[src/rtl/ocx_afu_cmd_pkg.sv]
// Shared opcodes, pull-count encodings, FSM states and the FIFO entry layout
// for the AFU command intake path.
package ocx_afu_cmd_pkg;

    localparam logic [7:0] OPC_WRITE_MEM    = 8'h81;
    localparam logic [7:0] OPC_WRITE_MEM_BE = 8'h82;
    localparam logic [7:0] OPC_PR_WR_MEM    = 8'h86;

    localparam logic [2:0] RD_CNT_1 = 3'b001;
    localparam logic [2:0] RD_CNT_2 = 3'b010;
    localparam logic [2:0] RD_CNT_4 = 3'b100;

    typedef enum logic [1:0] {
        ST_IDLE,
        ST_PRESENT,
        ST_RDREQ,
        ST_DATA
    } state_e;

    typedef struct packed {
        logic [7:0]  opcode;
        logic [1:0]  dl;
        logic [63:0] pa;
        logic [15:0] capptag;
        logic [2:0]  pl;
        logic [2:0]  beats;
    } cmd_entry_t;

    function automatic logic [2:0] calc_beats(input logic [7:0] opcode, input logic [1:0] dl);
        logic [2:0] beats;
        beats = 3'd0;
        if (opcode == OPC_PR_WR_MEM) begin
            beats = 3'd1;
        end else if (opcode == OPC_WRITE_MEM || opcode == OPC_WRITE_MEM_BE) begin
            case (dl)
                2'b10:   beats = 3'd2;
                2'b11:   beats = 3'd4;
                default: beats = 3'd1;  // dl=00 is illegal; pull a single beat rather than hang
            endcase
        end
        return beats;
    endfunction

    function automatic logic [2:0] enc_rd_cnt(input logic [2:0] beats);
        logic [2:0] enc;
        case (beats)
            3'd2:    enc = RD_CNT_2;
            3'd4:    enc = RD_CNT_4;
            default: enc = RD_CNT_1;
        endcase
        return enc;
    endfunction

endpackage

[src/rtl/ocx_afu_cmd_fifo.sv]
// Synchronous FIFO with wrap-bit pointers; a pop in the same cycle frees the
// slot for a push even when full.
module ocx_afu_cmd_fifo #(
    parameter int DEPTH = 8,
    parameter int WIDTH = 8
) (
    input  logic             clk,
    input  logic             rst_n,
    input  logic             push,
    input  logic [WIDTH-1:0] wdata,
    input  logic             pop,
    output logic [WIDTH-1:0] rdata,
    output logic             full,
    output logic             empty
);
    localparam int AW = $clog2(DEPTH);

    logic [WIDTH-1:0] mem [DEPTH];
    logic [AW:0]      wr_ptr;
    logic [AW:0]      rd_ptr;
    logic             do_push;
    logic             do_pop;

    assign full    = (wr_ptr[AW] != rd_ptr[AW]) && (wr_ptr[AW-1:0] == rd_ptr[AW-1:0]);
    assign empty   = (wr_ptr == rd_ptr);
    assign do_pop  = pop && !empty;
    assign do_push = push && (!full || do_pop);
    assign rdata   = mem[rd_ptr[AW-1:0]];

    always_ff @(posedge clk or negedge rst_n) begin
        if (!rst_n) begin
            wr_ptr <= '0;
            rd_ptr <= '0;
        end else begin
            if (do_push) wr_ptr <= wr_ptr + {{AW{1'b0}}, 1'b1};
            if (do_pop)  rd_ptr <= rd_ptr + {{AW{1'b0}}, 1'b1};
        end
    end

    always_ff @(posedge clk) begin
        if (do_push) mem[wr_ptr[AW-1:0]] <= wdata;
    end

endmodule

[src/rtl/ocx_afu_cmd_intake.sv]
// AFU-side TLX command intake: buffers commands, presents them to the engine,
// pulls and forwards write data, and returns one credit per retired command.
module ocx_afu_cmd_intake
    import ocx_afu_cmd_pkg::*;
#(
    parameter int CMD_FIFO_DEPTH = 8,
    parameter int INIT_CREDIT    = CMD_FIFO_DEPTH
) (
    input  logic         tlx_clk,
    input  logic         reset_n,
    input  logic         tlx_afu_ready,
    input  logic         tlx_afu_cmd_valid,
    input  logic [7:0]   tlx_afu_cmd_opcode,
    input  logic [1:0]   tlx_afu_cmd_dl,
    input  logic [63:0]  tlx_afu_cmd_pa,
    input  logic [15:0]  tlx_afu_cmd_capptag,
    input  logic [2:0]   tlx_afu_cmd_pl,
    input  logic         tlx_afu_cmd_data_valid,
    input  logic [511:0] tlx_afu_cmd_data_bus,
    input  logic         tlx_afu_cmd_data_bdi,
    output logic         afu_tlx_cmd_rd_req,
    output logic [2:0]   afu_tlx_cmd_rd_cnt,
    output logic         afu_tlx_cmd_credit,
    output logic [6:0]   afu_tlx_cmd_initial_credit,
    output logic         cmd_out_valid,
    input  logic         cmd_out_ready,
    output logic [7:0]   cmd_out_opcode,
    output logic [1:0]   cmd_out_dl,
    output logic [63:0]  cmd_out_pa,
    output logic [15:0]  cmd_out_capptag,
    output logic [2:0]   cmd_out_pl,
    output logic [2:0]   cmd_out_beats,
    output logic         data_out_valid,
    output logic [511:0] data_out_bus,
    output logic         data_out_bdi,
    output logic         intake_overflow,
    output logic         intake_bdi_seen
);
    state_e     state;
    state_e     state_nxt;
    cmd_entry_t push_entry;
    cmd_entry_t head;
    logic       push_req;
    logic       pop;
    logic       fifo_full;
    logic       fifo_empty;
    logic       fwd;
    logic       stray_beat;
    logic [2:0] beat_cnt;
    logic       vld_p1;
    logic [511:0] data_bus_p1;
    logic       data_bdi_p1;
    logic       overflow_q;
    logic       bdi_seen_q;

    assign push_req   = tlx_afu_cmd_valid && tlx_afu_ready;
    assign push_entry = '{opcode:  tlx_afu_cmd_opcode,
                          dl:      tlx_afu_cmd_dl,
                          pa:      tlx_afu_cmd_pa,
                          capptag: tlx_afu_cmd_capptag,
                          pl:      tlx_afu_cmd_pl,
                          beats:   calc_beats(tlx_afu_cmd_opcode, tlx_afu_cmd_dl)};

    ocx_afu_cmd_fifo #(
        .DEPTH (CMD_FIFO_DEPTH),
        .WIDTH ($bits(cmd_entry_t))
    ) u_fifo (
        .clk   (tlx_clk),
        .rst_n (reset_n),
        .push  (push_req),
        .wdata (push_entry),
        .pop   (pop),
        .rdata (head),
        .full  (fifo_full),
        .empty (fifo_empty)
    );

    // IDLE also looks at the incoming push so the head is presented the cycle after it lands
    always_comb begin
        state_nxt = state;
        pop       = 1'b0;
        case (state)
            ST_IDLE: begin
                if (tlx_afu_ready && (!fifo_empty || push_req)) state_nxt = ST_PRESENT;
            end
            ST_PRESENT: begin
                if (cmd_out_ready) begin
                    if (head.beats == 3'd0) begin
                        pop       = 1'b1;
                        state_nxt = ST_IDLE;
                    end else begin
                        state_nxt = ST_RDREQ;
                    end
                end
            end
            ST_RDREQ: state_nxt = ST_DATA;
            ST_DATA: begin
                if (tlx_afu_cmd_data_valid && beat_cnt == 3'd1) begin
                    pop       = 1'b1;
                    state_nxt = ST_IDLE;
                end
            end
            default: state_nxt = ST_IDLE;
        endcase
    end

    assign fwd        = (state == ST_DATA) && tlx_afu_cmd_data_valid;
    assign stray_beat = (state != ST_DATA) && tlx_afu_cmd_data_valid;

    always_ff @(posedge tlx_clk or negedge reset_n) begin
        if (!reset_n) begin
            state    <= ST_IDLE;
            beat_cnt <= 3'd0;
        end else begin
            state <= state_nxt;
            if (state == ST_RDREQ) beat_cnt <= head.beats;
            else if (fwd)          beat_cnt <= beat_cnt - 3'd1;
        end
    end

    // stage p1: registered data forwarding and sticky status
    always_ff @(posedge tlx_clk or negedge reset_n) begin
        if (!reset_n) begin
            vld_p1      <= 1'b0;
            data_bus_p1 <= '0;
            data_bdi_p1 <= 1'b0;
            overflow_q  <= 1'b0;
            bdi_seen_q  <= 1'b0;
        end else begin
            vld_p1 <= fwd;
            if (fwd) begin
                data_bus_p1 <= tlx_afu_cmd_data_bus;
                data_bdi_p1 <= tlx_afu_cmd_data_bdi;
            end
            if ((push_req && fifo_full && !pop) || stray_beat) overflow_q <= 1'b1;
            if (fwd && tlx_afu_cmd_data_bdi) bdi_seen_q <= 1'b1;
        end
    end

    assign cmd_out_valid   = (state == ST_PRESENT);
    assign cmd_out_opcode  = cmd_out_valid ? head.opcode  : '0;
    assign cmd_out_dl      = cmd_out_valid ? head.dl      : '0;
    assign cmd_out_pa      = cmd_out_valid ? head.pa      : '0;
    assign cmd_out_capptag = cmd_out_valid ? head.capptag : '0;
    assign cmd_out_pl      = cmd_out_valid ? head.pl      : '0;
    assign cmd_out_beats   = cmd_out_valid ? head.beats   : '0;

    assign afu_tlx_cmd_rd_req         = (state == ST_RDREQ);
    assign afu_tlx_cmd_rd_cnt         = afu_tlx_cmd_rd_req ? enc_rd_cnt(head.beats) : 3'd0;
    assign afu_tlx_cmd_credit         = pop;
    assign afu_tlx_cmd_initial_credit = 7'(INIT_CREDIT);

    assign data_out_valid  = vld_p1;
    assign data_out_bus    = data_bus_p1;
    assign data_out_bdi    = data_bdi_p1;
    assign intake_overflow = overflow_q;
    assign intake_bdi_seen = bdi_seen_q;

endmodule

[config.mk]
export PLATFORM = sky130hd
export DESIGN_NAME = ocx_afu_cmd_intake
export DESIGN_NICKNAME = d
export VERILOG_FILES = /design/src/rtl/ocx_afu_cmd_pkg.sv /design/src/rtl/ocx_afu_cmd_fifo.sv /design/src/rtl/ocx_afu_cmd_intake.sv
export SDC_FILE = /design/constraint.sdc
export NUM_CORES = 2
export LEC_CHECK = 0
export CORE_AREA = 4 4 480 482
export DETAILED_ROUTE_END_ITERATION = 16
export DIE_AREA = 0 0 484 486
export SYNTH_ARGS = -nofsm -noshare
export SYNTH_HDL_FRONTEND = slang
export SYNTH_SLANG_ARGS = --single-unit
[constraint.sdc]
create_clock -name tlx_clk -period 18.02 [get_ports tlx_clk]
set_input_delay 3.604 -clock tlx_clk [delete_from_list [all_inputs] [get_ports tlx_clk]]
set_output_delay 3.604 -clock tlx_clk [all_outputs]
set_load 0.005 [all_outputs]
### Yosys cells after proc, flatten, opt, wreduce, memory -nomap -nowiden

Memories as Yosys holds them, arrays and structs flattened.
Cells that the tools add are included.
W data, S select, Z words.

| storage, ports and cells | value |
|---|---|
| bits in registers | 529 |
| bits in latches | 0 |
| bits in writable memories | 768 |
| memory bits (read-only) | 0 |
| output and inout bits | 625 |
| memories kept | 1 |

| cells by class | value |
|---|---|
| $add $sub $neg | 3 |
| multipliers | 0 |
| div/mod/pow operators | 0 |
| $lt $le $gt $ge | 0 |
| equality and inequality tests | 18 |
| shift operators | 0 |
| multiplexer cells | 24 |
| bitwise gates (word level) | 0 |
| reductions and logical operators | 22 |

Memories:

| memory | words | width | read ports | clocked after Yosys merged registers in | wr ports | RTL line | text |
|---|---|---|---|---|---|---|---|
| u_fifo.mem | 8 | 96 | 1 | 0 | 1 | ocx_afu_cmd_fifo.sv:18 | `logic [WIDTH-1:0] mem [DEPTH];` |

Operators with widths:

| operator | count |
|---|---|
| $mux W64 | 1 |
| $eq A8 B8 Y1 const B | 3 |
| $mux W3 | 7 |
| $mux W16 | 1 |
| $pmux W3 S2 | 2 |
| $logic_and A1 B1 Y1 | 11 |
| $mux W2 | 5 |
| $add A4 B1 Y4 const B | 2 |
| $eq A2 B2 Y1 const B | 4 |
| $mux W8 | 1 |
| $pmux W2 S4 | 1 |
| $ne A2 B2 Y1 const B | 3 |
| $mux W1 | 5 |
| $eq A4 B4 Y1 | 1 |
| $logic_or A1 B1 Y1 | 4 |
| $eq A3 B1 Y1 const B | 1 |
| $eq A3 B2 Y1 const B | 1 |
| $eq A3 B3 Y1 | 1 |
| $eq A3 B3 Y1 const B | 1 |
| $logic_not A1 Y1 | 3 |
| $logic_not A3 Y1 | 1 |
| $reduce_and A3 Y1 | 1 |
| $sub A3 B1 Y3 const B | 1 |
| $eq A2 B1 Y1 const B | 1 |
| other kinds (5) | 5 |

### Depth between registers and ports, before layout

An unclocked memory read counts as a cell.

| logic depth | value |
|---|---|
| word-level depth | 10 |
| mapped depth | 7 |
| depth with buffers taken out | 6 |

### By module

Synthesis repeated with hierarchy kept, for this count alone.

| second synthesis, totals | value |
|---|---|
| cells, all modules | 3511 |
| area, all modules | 49844.1 um^2 |

By module, submodules not included:

| module | instances | cells each | area each (um^2) | seq. area each (um^2) |
|---|---|---|---|---|
| ocx_afu_cmd_fifo | 1 | 1167 | 29355.7 | 23262.3 |
| ocx_afu_cmd_intake | 1 | 2344 | 20488.4 | 13037.5 |

### Worst setup path after synthesis

Ideal clock, no wire load.

| timing path | value |
|---|---|
| kind | in2reg |
| start point | in tlx_afu_cmd_data_valid |
| end point | mem u_fifo.mem[5][0] (netlist bit), enable pin |
| data arrival time | 11061 ps |
| setup slack | 6290 ps |
| stages | 6 |
| path buffers | 0 |
| cell sequence | nand3_1 clkinv_1 nand3b_1 nor2b_1 a21o_4 nor3_1 |

| on the way | value |
|---|---|
| word-level cells in the longest chain between the ends | 8 |

Ends and longest elaborated chain:

| item | RTL line | text |
|---|---|---|
| start, declared | ocx_afu_cmd_intake.sv:18 | `input logic tlx_afu_cmd_data_valid,` |
| $logic_and A1 B1 Y1 | ocx_afu_cmd_intake.sv:98 | `if (tlx_afu_cmd_data_valid && beat_cnt == 3'd1) begin` |
| $mux W1 | ocx_afu_cmd_intake.sv:98 |  |
| $pmux W1 S2 | ocx_afu_cmd_intake.sv:82 | `case (state)` |
| $logic_and A1 B1 Y1 | ocx_afu_cmd_fifo.sv:26 | `assign do_pop = pop && !empty;` |
| $logic_or A1 B1 Y1 | ocx_afu_cmd_fifo.sv:27 | `assign do_push = push && (!full \|\| do_pop);` |
| $logic_and A1 B1 Y1 | ocx_afu_cmd_fifo.sv:27 |  |
| $mux W1 | ocx_afu_cmd_fifo.sv:41 | `if (do_push) mem[wr_ptr[AW-1:0]] <= wdata;` |
| $mux W1 (not written as such) | ocx_afu_cmd_fifo.sv:41 |  |
| end, declared | ocx_afu_cmd_fifo.sv:18 |  |

Every way passes these cells.

### Worst setup path after layout

| timing path | value |
|---|---|
| start point | in tlx_afu_cmd_data_valid |
| end point | out afu_tlx_cmd_credit |

| on the way | value |
|---|---|
| word-level cells in the longest chain between the ends | 3 |

Ends and longest elaborated chain:

| item | RTL line | text |
|---|---|---|
| $logic_and A1 B1 Y1 | ocx_afu_cmd_intake.sv:98 |  |
| $mux W1 | ocx_afu_cmd_intake.sv:98 |  |
| $pmux W1 S2 | ocx_afu_cmd_intake.sv:82 |  |
| end, declared | ocx_afu_cmd_intake.sv:23 | `output logic afu_tlx_cmd_credit,` |

Every way passes these cells.

==> results_tabular.tex <==
\begin{tabular}{lr}
\hline
Metric & Value \\
\hline
\multicolumn{2}{l}{\textbf{Outcome}} \\
\quad Run status & completed \\
\multicolumn{2}{l}{\textbf{STA}} \\
\quad Maximum operating frequency & 98.1 MHz \\
\quad Final total negative setup slack & 0 ps \\
\quad Final hold violations & 0 \\
\quad Final slew viol count & 0 \\
\quad Clock Skew & 80.7 ps \\
\quad Measured slew at the worst slew-check pin & 1190 ps \\
\quad Shortest period the worst path allows & between 10000 and 15000 ps \\
\quad Unrepaired setup endpoints after global routing & no \\
\quad Period utilisation layout & $\sim$57\% \\
\quad Worst slew slack as a fraction of its limit & between 20\% and 30\% \\
\quad Count of endpoints failing setup in the final report & 0 \\
\multicolumn{2}{l}{\textbf{Place}} \\
\quad Port Buffer Count & between 1000 and 1500 \\
\quad Total half-perimeter wirelength after legalization and detailed placement & $\sim$180 mm \\
\quad RD Place Congestion & around 0.97 \\
\multicolumn{2}{l}{\textbf{Detailed routing}} \\
\quad Remaining DRCs & 0 \\
\quad Wire length per cell after detailed routing & 30.0 µm \\
\quad 1st-iter DRT viols & around 2500 \\
\quad Number of detailed-route iterations in the first pass & 5 \\
\quad Ratio of routed vias to standard cells & between 4 and 5 \\
\quad Via count of the routed design & $\sim$34000 \\
\quad DRT antenna net count & 0 \\
\quad Routed Wire Length & 238 mm \\
\multicolumn{2}{l}{\textbf{Worst setup path}} \\
\quad Critical path's slowest cell & sky130\_fd\_sc\_hd\_\_inv\_8 \\
\quad Startpoint type of the worst setup path & primary input \\
\quad Cell-by-cell listing of the critical path & clkdlybuf4s50\_1 > nand3\_4 > inv\_8 > nand3b\_1 > nand2\_1 > clkdlybuf4s50\_1 \\
\quad R2r endpoint & u\_fifo.mem[3][33] \\
\quad Startpoint of the most critical register-to-register path & u\_fifo.rd\_ptr[0] \\
\quad Critical path's largest stage delay & 660 ps \\
\quad Largest fanout on the critical path & 102 \\
\quad Data arrival time at the worst-slack endpoint & about 6600 ps \\
\quad Worst Path Required & roughly 14000 ps \\
\quad WS Path Type & primary input to output pin \\
\quad Crit path top cell by count & sky130\_fd\_sc\_hd\_\_clkdlybuf4s50\_1 \\
\quad Critical Path Sink Type & output pin \\
\quad Slack of the worst reg-to-reg path & around 12000 ps \\
\quad Number of cells on the worst reg-to-reg path & 7 \\
\multicolumn{2}{l}{\textbf{Power and ir drop}} \\
\quad Static Leak & between 20 and 30 nW \\
\quad Maximum resistive drop on vdd & $\sim$0.14 mV \\
\quad Power density cells & $\sim$170 mW/mm² \\
\multicolumn{2}{l}{\textbf{Run}} \\
\quad Maximum Capacitance Violations & 0 \\
\multicolumn{2}{l}{\textbf{Clock tree}} \\
\quad Clock network latency to the later pin of the worst-skew pair & between 800 and 900 ps \\
\quad Number of clock sinks seen by CTS & about 1300 \\
\quad TritonCTS clock tree & yes \\
\quad Number of buffers inserted during clock tree synthesis & between 100 and 150 \\
\quad Post-CTS setup buffer count & 0 \\
\quad Buffer levels on the longest clock path & 3 \\
\quad Clock root cell & sky130\_fd\_sc\_hd\_\_clkbuf\_16 \\
\quad Count of H-tree levels built during CTS & 4 \\
\quad Cts-stage hold buffer count & 0 \\
\quad CTS clock-pin slew for the worst setup and hold paths & $\sim$60 ps \\
\quad Post-cts gate resize count & 0 \\
\multicolumn{2}{l}{\textbf{Logic synthesis}} \\
\quad Largest area contributor in the synthesized netlist & sky130\_fd\_sc\_hd\_\_edfxtp\_1 \\
\quad Fraction of registers with async set or reset after synthesis & 40.8\% \\
\quad Register bit total from synthesis & 1297 \\
\quad Synth top area share & between 40\% and 50\% \\
\quad Yosys Warn Count & 0 \\
\quad Most frequent cells after synthesis & sky130\_fd\_sc\_hd\_\_nand2\_1, sky130\_fd\_sc\_hd\_\_edfxtp\_1, sky130\_fd\_sc\_hd\_\_dfrtp\_1 \\
\quad Synth top area cells & sky130\_fd\_sc\_hd\_\_edfxtp\_1, sky130\_fd\_sc\_hd\_\_dfrtp\_1, sky130\_fd\_sc\_hd\_\_nand2\_1 \\
\quad Combined area of all synthesized cells & about 0.05 mm² \\
\quad Average cell area after synthesis & between 10 and 15 µm² \\
\quad Most used flip-flop cell after synthesis & sky130\_fd\_sc\_hd\_\_edfxtp\_1 \\
\quad Post-synth EDFFs & $\sim$770 \\
\quad Most instantiated library cell after synthesis & sky130\_fd\_sc\_hd\_\_nand2\_1 \\
\quad Sequential cell area fraction in the yosys report & around 74\% \\
\quad Cells after Synth & 3500 \\
\quad Number of distinct library cells after synthesis & between 40 and 50 \\
\multicolumn{2}{l}{\textbf{Worst hold path}} \\
\quad Hold Crit Endpoint & data\_out\_bus[201] \\
\quad Start point of the worst hold path & data\_out\_bus[201] \\
\quad WHS Path Cells & 2 \\
\quad Hold/Removal Path Class & flop to flop \\
\multicolumn{2}{l}{\textbf{Global route}} \\
\quad Initial antenna violation count & 164 \\
\quad First-pass GRT wire length & approximately 310 mm \\
\quad Pin count of the biggest net entering global routing & between 150 and 200 \\
\quad Global routing usage summed across all routing layers & between 10\% and 20\% \\
\quad Grt total ovfl & 0 \\
\quad Via count of the first global-routing pass & approximately 34000 \\
\multicolumn{2}{l}{\textbf{Floorplan}} \\
\quad DIE WIDTH & around 480 µm \\
\quad Area of the placeable core & 0.226 mm² \\
\quad Die extent in y & 486 µm \\
\quad Number of rows created at floorplan & between 150 and 200 \\
\quad Die area & between 0.2 and 0.25 mm² \\
\quad IO Pins & around 1200 \\
\quad Starting density of the core & approximately 22\% \\
\multicolumn{2}{l}{\textbf{Cells and area}} \\
\quad Core Util, Final & a little under a third \\
\quad Final Net Count & approximately 5400 \\
\quad Synth-to-Final Area Change & 42.4\% \\
\quad Share of layout cells above drive strength 1 & about 9.7\% \\
\hline
\end{tabular}
-- flip-flops by register name (all words and copies together), names as in the netlist, named ones only --
signal,count
data_out_valid,1
u_fifo.rd_ptr,4
u_fifo.mem,768
state,1
data_out_bus,512
u_fifo.wr_ptr,4
data_out_bdi,1
beat_cnt,3
intake_overflow,1
intake_bdi_seen,1
-- per-stage QoR --
step	total power [W]	area [µm²]	worst slack [ps]	cells	hold WS [ps]
after CTS	0.0119	69900	7690	7866	476
after global placement	0.00875	65000	7660	7597	445
after global routing	0.0123	70000	7530	7904	483
after floorplan	0.00596	49200	6290	3505	451
after detailed placement	0.00880	65000	7700	7597	459
final	0.0117	70000	7830	7930	471
-- logic make-up after synthesis --
logic type      share of synthesized area (%)
fa+ha+maj                               0.102
buf+inv                                  1.61
flops                                    73.8
other cells                            0.0153
compound gates                          0.326
xor+xnor                                0.214
simple gates                             13.1
mux                                      10.9
-- cells in the final DEF (no fill, tap or decap), types with 3 or more instances in the layout --
cell,count
sky130_fd_sc_hd__inv_16,3
sky130_fd_sc_hd__nor2_1,99
sky130_fd_sc_hd__nor4b_4,3
sky130_fd_sc_hd__inv_1,5
sky130_fd_sc_hd__dfrtp_1,526
sky130_fd_sc_hd__nand2_1,1550
sky130_fd_sc_hd__clkbuf_16,147
sky130_fd_sc_hd__inv_6,3
sky130_fd_sc_hd__xnor2_1,5
sky130_fd_sc_hd__nand2b_1,4
sky130_fd_sc_hd__mux2i_1,94
sky130_fd_sc_hd__dfrtp_4,3
sky130_fd_sc_hd__clkinvlp_4,4
sky130_fd_sc_hd__diode_2,64
sky130_fd_sc_hd__buf_4,38
sky130_fd_sc_hd__clkinv_16,11
sky130_fd_sc_hd__clkinv_1,21
sky130_fd_sc_hd__nand3_1,5
sky130_fd_sc_hd__clkbuf_8,6
sky130_fd_sc_hd__ha_1,4
sky130_fd_sc_hd__mux4_2,192
sky130_fd_sc_hd__xor2_1,7
sky130_fd_sc_hd__a21oi_1,6
sky130_fd_sc_hd__bufinv_16,10
sky130_fd_sc_hd__clkdlybuf4s50_1,1228
sky130_fd_sc_hd__clkinv_2,26
sky130_fd_sc_hd__edfxtp_1,768
sky130_fd_sc_hd__clkbuf_1,35
sky130_fd_sc_hd__conb_1,7
sky130_fd_sc_hd__buf_12,5
-- critical path: cells and delay by family --
family                 cells  cell delay, ps
and+or+nand+nor            3            1210
buffers and inverters      3            1760
-- cell type report --
class                   count  area (µm²)
flip-flops and latches   1297       36300
diodes                     64         160
well taps                3009        3760
repair buffers           1272       12700
multi-input cells        2013       12200
clock buffers             188        3890
fillers                 22800      156000
clock inverters            81         990
inverters                   6        30.0
-- layer usage --
metal	share of wire (%)	GRT usage, %	up-vias
met5	0.13	0	-
met4	6.4	10.3	46
met3	9.8	7.98	484
met2	52	35.0	1445
met1	32	19.3	17100
li1	-	-	14600
-- power breakdown --
| part | switching, W | internal [W] | leakage, nW |
|---|---|---|---|
| clock network | 0.00131 | 0.00170 | 2.36 |
| registers | 0.000513 | 0.00387 | 13.4 |
| logic | 0.00229 | 0.00198 | 11.3 |
-- worst max path at each step --
| stage | startpoint | end | cells past startpoint |
|---|---|---|---|
| 6_report | tlx_afu_cmd_data_valid | afu_tlx_cmd_credit | 6 |
| 5_1_grt | tlx_afu_cmd_data_valid | afu_tlx_cmd_credit | 6 |
| 4_1_cts | tlx_afu_cmd_data_valid | afu_tlx_cmd_credit | 6 |
| 3_5_place_dp | tlx_afu_cmd_data_valid | afu_tlx_cmd_credit | 6 |
| 3_3_place_gp | tlx_afu_cmd_data_valid | afu_tlx_cmd_credit | 6 |
| 2_1_floorplan | tlx_afu_cmd_data_valid | u_fifo.mem[5][0] | 6 |
(Power assumes the default switching activity.)
